<file path="config.mk">
export PLATFORM = sky130hd
export DESIGN_NAME = yutorina_bus_rr_arbiter
export DESIGN_NICKNAME = d
export VERILOG_FILES = /design/src/rtl/yutorina_bus_rr_arbiter.sv
export SDC_FILE = /design/constraint.sdc
export NUM_CORES = 1
export LEC_CHECK = 0
export CAP_MARGIN = 20
export CORE_ASPECT_RATIO = 0.75
export CORE_UTILIZATION = 30
export DETAILED_ROUTE_END_ITERATION = 6
export GPL_TIMING_DRIVEN = 1
export PLACE_DENSITY = 0.46
export SETUP_SLACK_MARGIN = 0.5
export SLEW_MARGIN = 10
export SYNTH_ARGS = -nofsm -noshare
export SYNTH_HDL_FRONTEND = slang
export SYNTH_SLANG_ARGS = --single-unit
export TNS_END_PERCENT = 20
</file>
<file path="constraint.sdc">
create_clock -name clock -period 2.4 [get_ports clock]
set_input_delay 0.48 -clock clock [delete_from_list [all_inputs] [get_ports clock]]
set_output_delay 0.48 -clock clock [all_outputs]
set_load 0.005 [all_outputs]
</file>
<file path="src/rtl/yutorina_bus_rr_arbiter.sv">
// Round-robin arbiter for the four-master Yutorina bus, with tenure-limited handover
// and an optional slave watchdog built when YUTORINA_BUS_WATCHDOG_EN is defined.
module yutorina_bus_rr_arbiter #(
   parameter int MAX_TENURE = 16,
   parameter int TIMEOUT    = 64
) (
   input  logic       clock,
   input  logic       reset,
   input  logic       master0_request_,
   input  logic       master1_request_,
   input  logic       master2_request_,
   input  logic       master3_request_,
   output logic       master0_grant_,
   output logic       master1_grant_,
   output logic       master2_grant_,
   output logic       master3_grant_,
   output logic [1:0] bus_owner,
   output logic       bus_busy,
   input  logic       slave_address_strobe_,
   input  logic       master_ready_,
   output logic       timeout_ready_,
   output logic       bus_error
);

   typedef enum logic {
      ST_IDLE  = 1'b0,
      ST_OWNED = 1'b1
   } state_e;

   state_e     state_q, state_d;
   logic [1:0] owner_q, owner_d;
   logic [1:0] last_q, last_d;
   logic [7:0] tenure_q, tenure_d;
   logic [3:0] req;
   logic [3:0] owner_onehot;
   logic [3:0] grant_n;
   logic [2:0] pick;
   logic       preempt;

   assign req = ~{master3_request_, master2_request_, master1_request_, master0_request_};

   // Returns {found, index}; the search starts after `last` and wraps back to it.
   function automatic logic [2:0] rr_pick(input logic [3:0] r, input logic [1:0] last,
                                          input logic skip_last);
      logic [2:0] result;
      logic [1:0] cand;
      result = '0;
      for (int unsigned i = 1; i <= 4; i++) begin
         cand = last + 2'(i);
         if (!result[2] && r[cand] && !(skip_last && i == 4)) begin
            result = {1'b1, cand};
         end
      end
      return result;
   endfunction

   always_comb begin
      owner_onehot = '0;
      owner_onehot[owner_q] = 1'b1;
   end

   always_comb begin
      preempt = (MAX_TENURE != 0) && (tenure_q >= 8'(MAX_TENURE)) &&
                (|(req & ~owner_onehot)) && slave_address_strobe_;
   end

   always_comb begin
      state_d  = state_q;
      owner_d  = owner_q;
      last_d   = last_q;
      tenure_d = tenure_q;
      pick     = '0;
      case (state_q)
         ST_IDLE: begin
            pick = rr_pick(req, last_q, 1'b0);
            if (pick[2]) begin
               state_d  = ST_OWNED;
               owner_d  = pick[1:0];
               last_d   = pick[1:0];
               tenure_d = '0;
            end
         end
         ST_OWNED: begin
            if (!req[owner_q] || preempt) begin
               // Release and preemption share one handover path with no dead cycle.
               pick     = rr_pick(req, last_q, 1'b1);
               tenure_d = '0;
               if (pick[2]) begin
                  owner_d = pick[1:0];
                  last_d  = pick[1:0];
               end else begin
                  state_d = ST_IDLE;
               end
            end else if (tenure_q != '1) begin
               tenure_d = tenure_q + 8'd1;
            end
         end
         default: state_d = ST_IDLE;
      endcase
   end

   always_ff @(posedge clock or posedge reset) begin
      if (reset) begin
         state_q  <= ST_IDLE;
         owner_q  <= '0;
         last_q   <= 2'd3;
         tenure_q <= '0;
      end else begin
         state_q  <= state_d;
         owner_q  <= owner_d;
         last_q   <= last_d;
         tenure_q <= tenure_d;
      end
   end

   always_comb begin
      grant_n = '1;
      if (state_q == ST_OWNED) begin
         grant_n[owner_q] = 1'b0;
      end
   end

   assign master0_grant_ = grant_n[0];
   assign master1_grant_ = grant_n[1];
   assign master2_grant_ = grant_n[2];
   assign master3_grant_ = grant_n[3];
   assign bus_owner      = owner_q;
   assign bus_busy       = (state_q == ST_OWNED);

`ifdef YUTORINA_BUS_WATCHDOG_EN
   logic [7:0] wd_q, wd_d;
   logic       wd_hit;

   // Abort is decoded from the stored count so a same-cycle ready still wins.
   always_comb begin
      wd_hit = !slave_address_strobe_ && master_ready_ && (wd_q == 8'(TIMEOUT - 1));
      if (slave_address_strobe_ || !master_ready_ || wd_hit) begin
         wd_d = '0;
      end else begin
         wd_d = wd_q + 8'd1;
      end
   end

   always_ff @(posedge clock or posedge reset) begin
      if (reset) begin
         wd_q <= '0;
      end else begin
         wd_q <= wd_d;
      end
   end

   assign timeout_ready_ = !wd_hit;
   assign bus_error      = wd_hit;
`else
   logic unused_master_ready;
   assign unused_master_ready = master_ready_;
   assign timeout_ready_      = 1'b1;
   assign bus_error          = 1'b0;
`endif

endmodule

</file>
**Yosys cells after proc, flatten, opt, wreduce, memory -nomap -nowiden**

Index checks and enable logic that the tools add are counted.

- Register bits after elaboration: 13
- Bits of input ports: 8
- Output and inout port bits: 9
- Logic and storage cells: 83

- Add/subtract/negate cells: 4
- $lt $le $gt $ge: 7
- Eq/ne operators: 5
- Multiplexer cells: 41
- Bitwise operators: 4
- Reduce and logical (&&, ||, !) cells: 18

Operator list:

| kind | number |
|---|---|
| 3-bit two-way mux | 16 |
| 8-bit two-way mux | 3 |
| 8-bit case mux with 2 select lines | 1 |
| 2-bit by 3-bit < comparator with 1-bit output (second input constant) | 5 |
| 1-bit binary-select mux with 2-bit select | 5 |
| 1-bit two-way mux | 9 |
| 8-bit by 1-bit adder with 8-bit output (second input constant) | 1 |
| 8-bit by 5-bit >= comparator with 1-bit output (second input constant) | 1 |
| 1-bit logical AND | 8 |
| 8-bit != test (second input constant) | 1 |
| 4-bit inverter | 2 |
| 1-bit zero test | 6 |
| 2-bit two-way mux | 3 |
| 2-bit by 1-bit != test with 1-bit output (second input constant) | 3 |
| 2-bit adder (second input constant) | 2 |
| 4-bit bitwise AND | 1 |
| 4-bit two-way mux | 1 |
| 2-bit case mux with 2 select lines | 1 |
| 4-bit OR reduction | 1 |
| 3-bit by 1-bit != test with 1-bit output (second input constant) | 1 |
| 3-bit AND reduction | 1 |
| 2-bit by 1-bit adder with 2-bit output (second input constant) | 1 |
| 1-bit demux with 2-bit select | 1 |
| 2-bit by 1-bit >= comparator with 1-bit output (second input constant) | 1 |
| 4 further kinds | 4 |

**Logic depth before layout (Yosys ltp)**

Gate-level depths: netlist of the first run.

- Depth in word-level cells: 25
- Gate-level depth with buffers: 7
- Depth with buffers taken out: 5

**Worst setup path before layout of the first run**

Ideal clock, no wire load.

- Path kind: input to register
- Start: in master2_request_
- End: reg state_q, in the netlist bus_busy
- Arrival time: 1,914 ps
- Data required time: 2,269 ps
- Path slack: 355 ps
- Cell stages on the path: 6
- Path buffers: 1
- Cells stage by stage: buf_4 > mux2_4 > a32o_2 > a221oi_4 > nor2_2 > or3_1

- Cells in the longest elaborated chain, start to end: 19
- Elaborated cells on any way between the ends: 47

Ends and longest elaborated chain:

| item | line | RTL |
|---|---|---|
| start, declared | 11 | `input logic master2_request_,` |
| 4-bit inverter (*) | 40 | `assign req = ~{master3_request_, master2_request_, master1_request_, master0_request_};` |
| 1-bit binary-select mux with 2-bit select | 50 | `if (!result[2] && r[cand] && !(skip_last && i == 4)) begin` |
| 1-bit two-way mux (not written as such) | 50 |  |
| 3-bit two-way mux | 50 |  |
| 3-bit two-way mux (on tied branches) | 84, 73 |  |
| 3-bit two-way mux / 1-bit zero test (equally long branches) | 73, 50 |  |
| 1-bit zero test / 1-bit logical AND (equally long branches) | 50 |  |
| 1-bit logical AND / 3-bit two-way mux (equally long branches) | 50 |  |
| [... 4 more ...] | - |  |
| 1-bit logical AND / 3-bit two-way mux (equally long branches) | 50, 73 |  |
| 3-bit two-way mux / 1-bit zero test (equally long branches) | 50 |  |
| 3-bit two-way mux / 1-bit logical AND (equally long branches) | 84, 50 |  |
| 3-bit two-way mux (on tied branches) | 73, 50 |  |
| 1-bit two-way mux / 3-bit two-way mux (equally long branches) | 88, 73 |  |
| 1-bit two-way mux (on tied branches) | 84, 76 |  |
| 1-bit case mux with 2 select lines (*) | 73 | `case (state_q)` |
| net state_d | 30 | `state_e state_q, state_d;` |
| end signal, assigned | 109 | `state_q <= state_d;` |
| end, declared | 30 |  |

Mark *: on every way through the listed nets, which the timed path passes. The rest lies on a longest branch. The select of a mux whose other input is x is not followed.
A chain may end at the register's enable or synchronous reset.

**Worst setup path after layout of the first run**

- Start: in master1_request_
- End: reg owner_q[0], in the netlist bus_owner[0]

- Cells in the longest elaborated chain, start to end: 19
- Elaborated cells on any way between the ends: 51

Ends and longest elaborated chain:

| item | line | RTL |
|---|---|---|
| start, declared | 10 | `input logic master1_request_,` |
| 4-bit inverter (*) | 40 |  |
| 1-bit binary-select mux with 2-bit select | 50 |  |
| 1-bit two-way mux (not written as such) | 50 |  |
| 3-bit two-way mux | 50 |  |
| 3-bit two-way mux (on tied branches) | 84, 73 |  |
| 3-bit two-way mux / 1-bit zero test (equally long branches) | 73, 50 |  |
| 1-bit zero test / 1-bit logical AND (equally long branches) | 50 |  |
| 1-bit logical AND / 3-bit two-way mux (equally long branches) | 50 |  |
| [... 3 more ...] | - |  |
| 1-bit zero test / 3-bit two-way mux (equally long branches) | 50 |  |
| 1-bit logical AND / 3-bit two-way mux (equally long branches) | 50, 73 |  |
| 3-bit two-way mux / 1-bit zero test (equally long branches) | 50 |  |
| 3-bit two-way mux / 1-bit logical AND (equally long branches) | 84, 50 |  |
| 3-bit two-way mux (on tied branches) | 73, 50 |  |
| 2-bit two-way mux / 3-bit two-way mux (equally long branches) | 88, 73 |  |
| 2-bit two-way mux, or another cell as far along | 84 | `if (!req[owner_q] \|\| preempt) begin` |
| 2-bit case mux with 2 select lines / 3-bit AND reduction (equally long branches) | - |  |
| end signal, assigned | 110 | `owner_q <= owner_d;` |
| end, declared | 31 | `logic [1:0] owner_q, owner_d;` |

Every way passes the cells marked *; elsewhere a longest branch is shown, timed or not. The select of a mux whose other input is x is not followed.

==> metrics.cfg, run 1 <==
[finish]
area_delta_synth_final_pct=32.1
nets=164
mostFrequentLayoutCell=buf_4
n_antenna_cell=0
layout_common_cells=18 x buf_4, 10 x nand2_1, 9 x dfrtp_1
nFillCells=341
final_core_util=0.435
ff_latch_area_um2=330
drive_above_1_share=0.314
multi_input_area_um2=753

[worst_setup_path]
crit_path_end=bus_owner[0]$_DFFE_PP0P_
cp_top_family=compound AO/OA/AOI/OAI gates
ff2ff_path_depth=6
cp_cell_sequence=dlygate4sd2_1 > buf_4 > mux4_2 > a211o_1 > a21o_1 > a32oi_1
cp.buffers_inverters=2
reg2reg_from=bus_owner[0]$_DFFE_PP0P_
r2r_setup_slack_ns=0.50
cp_slowest_cell=mux4_2
start_kind=input port
max_stage_delay_ns=0.50
cp.required_ns=2.56
cp_max_fo=7
cp.arrival_ns=2.09
crit_path_end_kind=flop
cp-startpoint=master1_request_
crit_cells=6
path_class=in2reg
r2r-end=last_q[0]$_DFFE_PP1P_

[placed_design]
port_buffers=13
globalplace.congestion=0.878
hpwlAfterDp_um=2170

[pwr]
leakage_nw=0.670
powerDensity_nw_per_um2=980
ir_drop_v=0.000368
power_mw=1.47
pwr-share-seq=0.263
internal_power_mw=0.907
p_sw_mw=0.563
combinationalPowerShare=0.607
clkPwrFrac=0.130
swShare=0.383

[clocking]
holdBufCountCts=0
clkSinkCount=13
clk_pin_slew_ns=0.05
insertion_delay_ns=0.24
h-tree-depth=1
cts_tree=yes
cts_buffer_depth=2
cts_buffers=3
root_buffer=clkbuf_8

[logic_synthesis]
netlist_area_um2=1130
synth_top_area_cell=dfrtp_1
yosys-top-cells-area=dfrtp_1 24%, dfstp_2 4.6%, mux4_2 4.0%, nand2_1 3.3%, a211o_1 3.1%
yosysTopAreaCellShare=0.243
async_flop_share=1.00
synth_seq_cells=13
yosysSeqAreaShare=0.289
synthSimpleGateAreaFrac=0.207
muxShareOfSynthArea=0.0728
synth_compound_area_frac=0.315
synth_nets=135
synth-main-ff-cell=dfrtp_1
yosys_warnings=0
synth_edf_count=0
syn_avg_cell_area_um2=9.08
synth_top_family_by_area=compound AO/OA/AOI/OAI gates
synth.distinct_cells=57
synth-adder-area-share=0.0221
synth_xor_area_frac=0.00772
syn_inst=125

[floorplan]
rows=18
initial_core_util=0.329
die_area_um2=4040
io-pin-count=17
die_width_um=73.0
core_area_um2=3450
dieHeight_um=55.3

[global_routing]
grt_max_degree=14
grt_pass1_wl_um=4830
grt_pass1_vias=1013
grt_usage=0.153
antenna_found_initial=0
gr-total-overflow=0

[drt]
drt_iter0_markers=51
dr.pass1.iters=4
wl_um=2950
drc=0
drt-wirelength-per-cell_um=14.5
via_per_inst=5.41
ant_nets=0
vias=1099

[timing]
period_needed_ns=1.94
worst_pin_slew_ns=0.502
period_share=0.807
relSlewSlack=0.665
worst_hold_slack_ns=0.559
fmax_ghz=0.517
drv_slew=0
fin_skew_ns=0.00213
finalHoldViolCount=0
setup_viol=0
rsz0062_at_grt=yes

[min_path]
min_path_type=reg2reg
hold_depth=1

[job]
drv_cap=0

[outcome]
run_status=complete, no violations

## state kept, by name (all words and copies together), names as in the netlist
name / flops
bus_busy: 1
bus_owner: 2
last_q: 2
tenure_q: 8
## final cells by class
| cell class | count | share of cell area |
|---|---|---|
| Clock buffer | 4 | 0.0301 |
| Inverter | 9 | 0.0225 |
| Multi-Input combinational cell | 94 | 0.503 |
| Sequential cell | 13 | 0.220 |
| Tap cell | 50 | 0.0417 |
| Timing Repair Buffer | 33 | 0.183 |
## power by group through the flow
stage | Clock [mW] | Sequential, mW | Combinational, mW
5_1_grt | 0.209 | 0.399 | 0.977
6_report | 0.191 | 0.386 | 0.892
2_1_floorplan | 0 | 0.356 | 0.549
3_5_place_dp | 0 | 0.413 | 0.768
4_1_cts | 0.199 | 0.387 | 0.851
3_3_place_gp | 0 | 0.405 | 0.759
## cells in the mapped netlist, types with 3 or more instances
cell type  count
nand3_1        5
o22a_1         3
nor2_1         5
nor3_1         3
inv_1          9
buf_2          3
nand2b_1       3
nand2_1       10
buf_4          3
a21o_1         3
a311oi_1       3
dfrtp_1       11
a211o_1        4
nor4b_1        3
nor2b_1        3
o31ai_1        3
## metal layers
layer  up-vias  track usage  share of wire
met5         -            0              0
met4         0      0.00840         0.0031
met3         2       0.0438          0.046
met2        38        0.218           0.41
met1       529        0.238           0.54
li1        530            -              -
## stage by stage
step                setup TNS [ns]  worst slack [ns]  instance area, um2  cells
global placement            -0.916            -0.127                1350    190
detailed placement           -1.25            -0.160                1350    190
CTS                              0             0.470                1470    201
global route                     0             0.437                1500    203
finish                           0             0.464                1500    203
floorplan                        0             0.398                1140    125
## worst register-to-register path, cell delays in order, from the launching register on
cell      delay (ns)
dfrtp_1         0.39
mux2_4          0.30
a32o_2          0.25
a221oi_4        0.30
buf_4           0.18
o211ai_2        0.11
mux2_4          0.31
## cells by family (layout without fill, tap and decap cells)
| logic type | count (synthesis) | count (layout) |
|---|---|---|
| compound gates | 41 | 41 |
| xor+xnor | 1 | 1 |
| fa+ha+maj | 2 | 2 |
| buf+inv | 18 | 46 |
| flops | 13 | 13 |
| mux | 5 | 5 |
| other cells | 2 | 2 |
| simple gates | 43 | 43 |
## timing repair
| action | CTS | global route |
|---|---|---|
| gates cloned | 0 | 0 |
| pin swaps | 7 | 2 |
| gates resized for setup | 19 | 6 |
| setup endpoints to repair | 16 | 17 |
| endpoints found under the hold margin | 0 | 0 |
| setup buffers | 7 | 2 |
## worst min path at each step
stage / from / endpoint
after CTS: tenure_q[1]$_DFFE_PP0P_ / tenure_q[1]$_DFFE_PP0P_
final: tenure_q[1]$_DFFE_PP0P_ / tenure_q[1]$_DFFE_PP0P_
after global routing: tenure_q[6]$_DFFE_PP0P_ / tenure_q[6]$_DFFE_PP0P_
after floorplan: reset / bus_busy$_DFF_PP0_
after global placement: tenure_q[6]$_DFFE_PP0P_ / tenure_q[6]$_DFFE_PP0P_
after detailed placement: tenure_q[6]$_DFFE_PP0P_ / tenure_q[6]$_DFFE_PP0P_
Note: power is estimated with default switching activity, not from simulation.
==> run 2: changes to the inputs <==
==> constraint.sdc (replaced) <==
create_clock -name clock -period 2 [get_ports clock]
set_input_delay 0.4 -clock clock [delete_from_list [all_inputs] [get_ports clock]]
set_output_delay 0.4 -clock clock [all_outputs]
set_load 0.005 [all_outputs]
==> run 2 against run 1 <==
  * Clock power rose by 23%
  * Sequential cell count did not move
  * Global-route usage rose by 1.5 points
  * Worst setup slack got worse by 0.39 ns
==> metrics.cfg, run 2 (synthesized netlist as in run 1, its figures left out) <==
[drt]
drt-wirelength-per-cell_um=15.1
vias=1122
via_per_inst=5.34
ant_nets=0
drc=0
drt_iter0_markers=54
dr.pass1.iters=4
wl_um=3160

[worst_setup_path]
cp_max_fo=6
ff2ff_path_depth=7
crit_path_end_kind=flop
cp.required_ns=2.12
r2r_setup_slack_ns=0.08
cp.arrival_ns=2.05
start_kind=flop
reg2reg_from=bus_owner[0]$_DFFE_PP0P_
r2r-end=tenure_q[7]$_DFFE_PP0P_
path_class=reg2reg

[finish]
drive_above_1_share=0.319
nets=171
largest_reg_flops=8
mostFrequentLayoutCell=buf_4
n_antenna_cell=0
fin_area_um2=1580
regMostFlops=tenure_q
layout_common_cells=20 x buf_4, 10 x nand2_1, 9 x dfrtp_1
nFillCells=342
area_delta_synth_final_pct=39.1

[global_routing]
gr-total-overflow=0
grt_pass1_vias=1048
grt_max_degree=17
antenna_found_initial=0
grt_usage=0.169
grt_pass1_wl_um=5260

[pwr]
ir_drop_v=0.000413
power_mw=1.80
leakage_nw=0.712
powerDensity_nw_per_um2=1140

[floorplan]
core_area_um2=3450
initial_core_util=0.329
io-pin-count=17
die_area_um2=4040
die_width_um=73.0
dieHeight_um=55.3
rows=18

[timing]
period_share=0.962
drv_slew=0
fmax_ghz=0.520
rsz0062_at_grt=yes
finalHoldViolCount=0
setup_viol=0
worst_hold_slack_ns=0.494
worst_pin_slew_ns=0.511
period_needed_ns=1.92
fin_skew_ns=0.00335
relSlewSlack=0.659

[clocking]
cts_buffer_depth=2
insertion_delay_ns=0.24
clk_pin_slew_ns=0.06
root_buffer=clkbuf_8
cts_tree=yes
h-tree-depth=1
cts_buffers=3
clkSinkCount=13

[min_path]
min_path_type=in2async

[placed_design]
place_area_um2=1450
globalplace.congestion=0.802
port_buffers=13
hpwlAfterDp_um=2270

[job]
drv_cap=0

[outcome]
run_status=complete, no violations

[run 2: cell types whose count changed in the layout (fill, tap and decap cells not counted), sizes merged]
cell         before  now
buf              22   26
dlygate4sd2       3    4
clkbuf            4    6
[run 2: through the flow]
| step | cells | util | TNS, ns | setup slack, ns |
|---|---|---|---|---|
| floorplan | 125 | - | 0 | 0.0778 |
| global route | 210 | 0.458 | 0 | 0.00898 |
| global placement | 200 | 0.420 | -4.15 | -0.381 |
| CTS | 208 | 0.450 | 0 | 0.0921 |
| finish | 210 | 0.458 | 0 | 0.0760 |
| detailed placement | 200 | 0.420 | -4.64 | -0.422 |
[run 2: timing repair]
item,4_1_cts,5_1_grt
resized for setup,12,7
hold buffers,0,0
endpoints found under the setup margin,20,20
buffers inserted,3,2
pin swaps,4,1
gates cloned,1,0
[run 2: routing by layer]
layer | up-vias | share of wire | wire length (um) | global-route usage
met4 | 0 | 0.0066 | 21 | 0.0336
li1 | 546 | - | - | -
met5 | - | 0 | 0 | 0
met2 | 51 | 0.41 | 1300 | 0.231
met1 | 521 | 0.51 | 1610 | 0.262
met3 | 4 | 0.073 | 232 | 0.0438
[run 2: worst max path at each step]
| stage | cells after the start | endpoint | startpoint | slack, ns |
|---|---|---|---|---|
| 3_5_place_dp | 7 | last_q[0]$_DFFE_PP1P_ | master3_request_ | -0.42 |
| 3_3_place_gp | 7 | last_q[0]$_DFFE_PP1P_ | master3_request_ | -0.38 |
| 6_report | 7 | tenure_q[7]$_DFFE_PP0P_ | bus_owner[0]$_DFFE_PP0P_ | 0.08 |
| 4_1_cts | 7 | tenure_q[1]$_DFFE_PP0P_ | bus_owner[0]$_DFFE_PP0P_ | 0.09 |
| 5_1_grt | 7 | tenure_q[4]$_DFFE_PP0P_ | bus_owner[0]$_DFFE_PP0P_ | 0.009 |
| 2_1_floorplan | 7 | tenure_q[7]$_DFFE_PP0P_ | master2_request_ | 0.08 |
[run 2: critical path, cell delays in order, from the launching register on]
cell and delay, ns:
dfrtp_2 0.41, mux2_4 0.30, a32o_2 0.27, a221oi_4 0.27, buf_6 0.15, buf_6 0.12
a311oi_1 0.05, o22a_1 0.22
[run 2: report_power, final]
| group | total [mW] | switching (mW) | leakage [nW] | internal (mW) |
|---|---|---|---|---|
| Combinational | 1.13 | 0.510 | 0.528 | 0.616 |
| Clock | 0.235 | 0.0945 | 0.0228 | 0.141 |
| Sequential | 0.443 | 0.0906 | 0.161 | 0.353 |
[run 2: area by class of cell]
cell class              instances  area, um2  share of cell area
well taps                      50       62.6              0.0396
inverters                       9       33.8              0.0214
flip-flops and latches         13        330               0.209
clock buffers                   4       45.0              0.0285
multi-input cells              94        756               0.479
repair buffers                 40        352               0.223
==> run 3: changes to the inputs <==
--- a/config.mk
+++ b/config.mk
@@ -11,9 +11,8 @@
 export DETAILED_ROUTE_END_ITERATION = 6
 export GPL_TIMING_DRIVEN = 1
 export PLACE_DENSITY = 0.46
-export SETUP_SLACK_MARGIN = 0.5
+export SETUP_SLACK_MARGIN = 0.3
 export SLEW_MARGIN = 10
 export SYNTH_ARGS = -nofsm -noshare
 export SYNTH_HDL_FRONTEND = slang
 export SYNTH_SLANG_ARGS = --single-unit
-export TNS_END_PERCENT = 20
==> run 3 against run 2 <==
  * Clock skew grew 0.00071 ns
  * Global-route usage fell by 1.3 points
  * Sequential cell count unchanged
  * Largest cell class unchanged
==> metrics.cfg, run 3 (synthesized netlist as in run 1, its figures left out) <==
[drt]
ant_nets=0
via_per_inst=5.45
drt_iter0_markers=87
dr.pass1.iters=4
wl_um=3190
drc=0
vias=1160
drt-wirelength-per-cell_um=15.0

[finish]
final_core_util=0.469
ff_latch_area_um2=332
area_delta_synth_final_pct=42.4
regMostFlops=tenure_q
nFillCells=341
nets=174
drive_above_1_share=0.356
final-instance-count-excl-fill=213
n_antenna_cell=0
multi_input_area_um2=766
layout_common_cells=26 x buf_4, 10 x nand2_1, 8 x dfrtp_1
largest_reg_flops=8
mostFrequentLayoutCell=buf_4

[timing]
fin_skew_ns=0.00406
rsz0062_at_grt=yes
drv_slew=0
relSlewSlack=0.649
fmax_ghz=0.530
setup_viol=0
period_share=0.944
worst_hold_slack_ns=0.498
finalHoldViolCount=0
period_needed_ns=1.89
worst_pin_slew_ns=0.526

[floorplan]
die_width_um=73.0
dieHeight_um=55.3
rows=18
core_area_um2=3450
io-pin-count=17
die_area_um2=4040
initial_core_util=0.329

[worst_setup_path]
r2r_setup_slack_ns=0.11
ff2ff_path_depth=6
cp.buffers_inverters=1
path_class=reg2reg
cp.arrival_ns=2.06
reg2reg_from=bus_owner[0]$_DFFE_PP0P_
cp_cell_sequence=mux2_4 > a32o_2 > a221oi_4 > buf_12 > o211ai_2 > mux2_4
crit_cells=6
cp_slowest_cell=dfrtp_2
crit_top_cell=mux2_4
cp_top_family=compound AO/OA/AOI/OAI gates
max_stage_delay_ns=0.41
r2r-end=last_q[0]$_DFFE_PP1P_
cp.required_ns=2.17
crit_path_end_kind=flop
start_kind=flop
cp_max_fo=8

[outcome]
run_status=complete, no violations

[pwr]
powerDensity_nw_per_um2=1180
power_mw=1.91
ir_drop_v=0.000605
leakage_nw=0.735

[min_path]
min_path_type=in2async

[clocking]
clk_pin_slew_ns=0.06
cts_buffer_depth=2
insertion_delay_ns=0.24
root_buffer=clkbuf_8
holdBufCountCts=0
h-tree-depth=1
cts_buffers=3
clkSinkCount=13
cts_tree=yes

[global_routing]
antenna_found_initial=0
grt_pass1_vias=998
grt_usage=0.156
grt_pass1_wl_um=4840
gr-total-overflow=0
grt_max_degree=17

[placed_design]
placed_cells=202
globalplace.congestion=0.891
port_buffers=13
hpwlAfterDp_um=2310

[job]
drv_cap=0

[run 3: cell count changes in the layout (fill, tap and decap cells not counted), moves of 2 or more]
cell	change
dlymetal6s2s_1	+2
buf_6	-3
inv_1	-2
clkdlybuf4s15_1	+2
clkdlybuf4s50_1	-4
inv_2	+2
buf_4	+6
[run 3: final cells by class]
cell class,count,area share
multi-input combinational,94,0.474
inverter,9,0.0209
sequential,13,0.205
timing repair buffer,43,0.234
tap,50,0.0387
clock buffer,4,0.0279
[run 3: metrics by stage]
stage,TNS [ns],setup WS [ns],instance area [um2]
floorplan,0,0.0809,1160
CTS,0,0.114,1540
detailed placement,-4.73,-0.404,1480
finish,0,0.113,1620
global route,0,0.0359,1620
global placement,-4.62,-0.389,1480
[run 3: where the power goes]
group	internal [mW]	switching, mW
logic	0.675	0.561
clock network	0.141	0.0942
registers	0.355	0.0854
total	1.17	0.741
[run 3: how the worst max path moves through the flow]
stage / from / to / slack (ns)
after floorplan: master2_request_ / tenure_q[4]$_DFFE_PP0P_ / 0.08
after CTS: bus_owner[0]$_DFFE_PP0P_ / bus_busy$_DFF_PP0_ / 0.11
after global routing: bus_owner[0]$_DFFE_PP0P_ / tenure_q[7]$_DFFE_PP0P_ / 0.04
final: bus_owner[0]$_DFFE_PP0P_ / last_q[0]$_DFFE_PP1P_ / 0.11
after detailed placement: master3_request_ / tenure_q[6]$_DFFE_PP0P_ / -0.40
after global placement: master0_request_ / bus_owner[0]$_DFFE_PP0P_ / -0.39
[run 3: timing repair]
item / in CTS / in global routing
gates resized for setup: 11 / 16
hold endpoints to repair: 0 / 0
gates cloned: 0 / 0
setup endpoints to repair: 19 / 20
buffers inserted: 3 / 4
pin swaps: 3 / 2
[run 3: metal layers]
layer | up-vias | share of wire | GRT usage
li1 | 551 | - | -
met1 | 552 | 0.51 | 0.249
met2 | 53 | 0.43 | 0.210
met3 | 4 | 0.062 | 0.0383
met4 | 0 | 0.0041 | 0.0224
met5 | - | 0 | 0
[run 3: worst register-to-register path, stage by stage (launching register included)]
cell      delay [ns]
dfrtp_2         0.41
mux2_4          0.30
a32o_2          0.26
a221oi_4        0.26
buf_12          0.17
o211ai_2        0.12
mux2_4          0.31
==> RTL change, RTL diff (flow settings as in run 2) <==
Build with the macro `YUTORINA_BUS_WATCHDOG_EN` defined.
--- a/src/rtl/yutorina_bus_rr_arbiter.sv
+++ b/src/rtl/yutorina_bus_rr_arbiter.sv
@@ -1,4 +1,6 @@
 // Round-robin arbiter for the four-master Yutorina bus, with tenure-limited handover
 // and an optional slave watchdog built when YUTORINA_BUS_WATCHDOG_EN is defined.
+`define YUTORINA_BUS_WATCHDOG_EN
+
 module yutorina_bus_rr_arbiter #(
    parameter int MAX_TENURE = 16,
Formal check against the unedited RTL: same outputs for any inputs over 10 cycles, from zero or initial values and one cycle with reset high; that may be too few to reach the edited logic, so the function may still have changed.
==> RTL change against run 2 <==
  * The flow now finishes with violations (negative setup slack)
  * Clock power grew 21%
  * Die area is 22% higher
  * Global-route usage rose by 1.7 points
  * Setup slack got worse by 0.15 ns
  * Cell area rose by 42%
  * Synthesized area increased by 23%
  * Sequential cell count rose by 8
  * Wire length increased by 30%
  * Critical path type is now register to output pin
  * Non-clock buffer count rose by 18
  * Combinational power rose by 19%
  * Total power increased by 28%
==> RTL change: results (changes against run 2) <==
** Worst setup path
- The delay contributed by the slowest stage of the critical path is 0.36 ns (was 0.41 ns).
- The slowest library cell on the worst path was sky130_fd_sc_hd__dfrtp_1 (was sky130_fd_sc_hd__dfrtp_2).
- The register-to-register setup slack is 0.18 ns (was 0.08 ns).
- Worst-case reg-to-reg path depth :: 6 (was 7)
- The end of the worst register-to-register path was tenure_q[1]$_DFFE_PP0P_ (was tenure_q[7]$_DFFE_PP0P_).
- Gate family responsible for the most delay along the worst path :: simple AND/OR/NAND/NOR gates (was compound AO/OA/AOI/OAI gates)

** GRT
- Wire length of the first global-routing pass :: 6780 um (was 5260 um)
- Global-route total usage across every layer :: 18.6% (was 16.9%)
- Met3 global-route usage :: 4.30% (was 4.38%)
- Met1 Usage GRT :: 25.8% (was 26.2%)
- Vias in the first global route :: 1386 (was 1048)

** Pwr
- The worst supply voltage drop on vdd is 0.491 mV (was 0.413 mV).
- The leakage power came to 0.960 nW (was 0.712 nW).
- Internal power summed over all cells :: 1.40 mW (was 1.11 mW)

** STA
- The final hold slack was 0.472 ns (was 0.494 ns).
- Final worst slack :: -0.0708 ns (was 0.0760 ns)
- The final number of setup-violating endpoints was 2 (was 0).
- The worst clock skew came to 0.00467 ns (was 0.00335 ns).

** Clock network
- The clock insertion delay at the later pin of the skew report is 0.26 ns (was 0.24 ns).
- The register clock-pin slew on the reported worst setup and hold paths came to 0.08 ns (was 0.06 ns).
- The number of clock sinks seen by CTS was 21 (was 13).

** Drt
- Metal2 WL :: 1880 um (was 1300 um)
- Total routed wirelength :: 4100 um (was 3160 um)
- The post-detailed-route via-to-cell ratio came to 5.27 (was 5.34).

** Synth
- The average size of a mapped cell was 8.83 um2 (was 9.08 um2).
- Cell types occupying the most area after synthesis :: sky130_fd_sc_hd__dfrtp_1 (34%), sky130_fd_sc_hd__nand3_1 (4.3%), sky130_fd_sc_hd__dfstp_2 (3.8%) (was sky130_fd_sc_hd__dfrtp_1 (24%), sky130_fd_sc_hd__dfstp_2 (4.6%), sky130_fd_sc_hd__mux4_2 (4.0%))
- Number of distinct library cell variants in the gate-level netlist after synthesis :: 48 (was 57)
- Net count of the mapped netlist :: 169 (was 135)
- Share of cell area taken by muxes after synthesis :: 4.57% (was 7.28%)
- Synth Area in Compound Gates :: 22.2% (was 31.5%)

** Placed design
- Area of placed instances :: 1780 um2 (was 1450 um2)
- The weighted congestion at the end of routability-driven global placement was 0.837 (was 0.802).
- The total placed cells including tap cells was 246 (was 200).

** Status
- The checks that failed: negative setup slack.
- Outcome: finished, violations left (was finished clean).

** Final layout
- The share of layout cells above drive strength 1 was 50.5% (was 31.9%).
- The final-stage net count was 224 (was 171).
-- RTL change: cell types whose count changed in the layout (fill, tap and decap cells not counted), sizes merged, moves of 4 or more --
cell | run 2 | this run
a211o | 4 | 0
nor2 | 6 | 12
nand2 | 10 | 14
dfrtp | 11 | 19
a21oi | 2 | 9
xor2 | 1 | 5
nand3 | 5 | 12
and3 | 1 | 5
o21ai | 3 | 13
buf | 26 | 47
clkdlybuf4s50 | 8 | 3
-- RTL change: cell type report --
cell class                      instances  area [um2]
Tap cell                               57        71.3
Inverter                               10        45.0
Clock buffer                            4        45.0
Multi-Input combinational cell        119        1030
Timing Repair Buffer                   58         513
Fill cell                             425        2230
Sequential cell                        21         532
-- RTL change: what timing repair did --
item | in CTS | in global routing
buffers inserted | 15 | 3
pin swaps | 21 | 26
cloned | 1 | 0
setup endpoints to repair | 28 | 26
hold endpoints to repair | 0 | 0
hold buffers | 0 | 0
resized for setup | 60 | 35
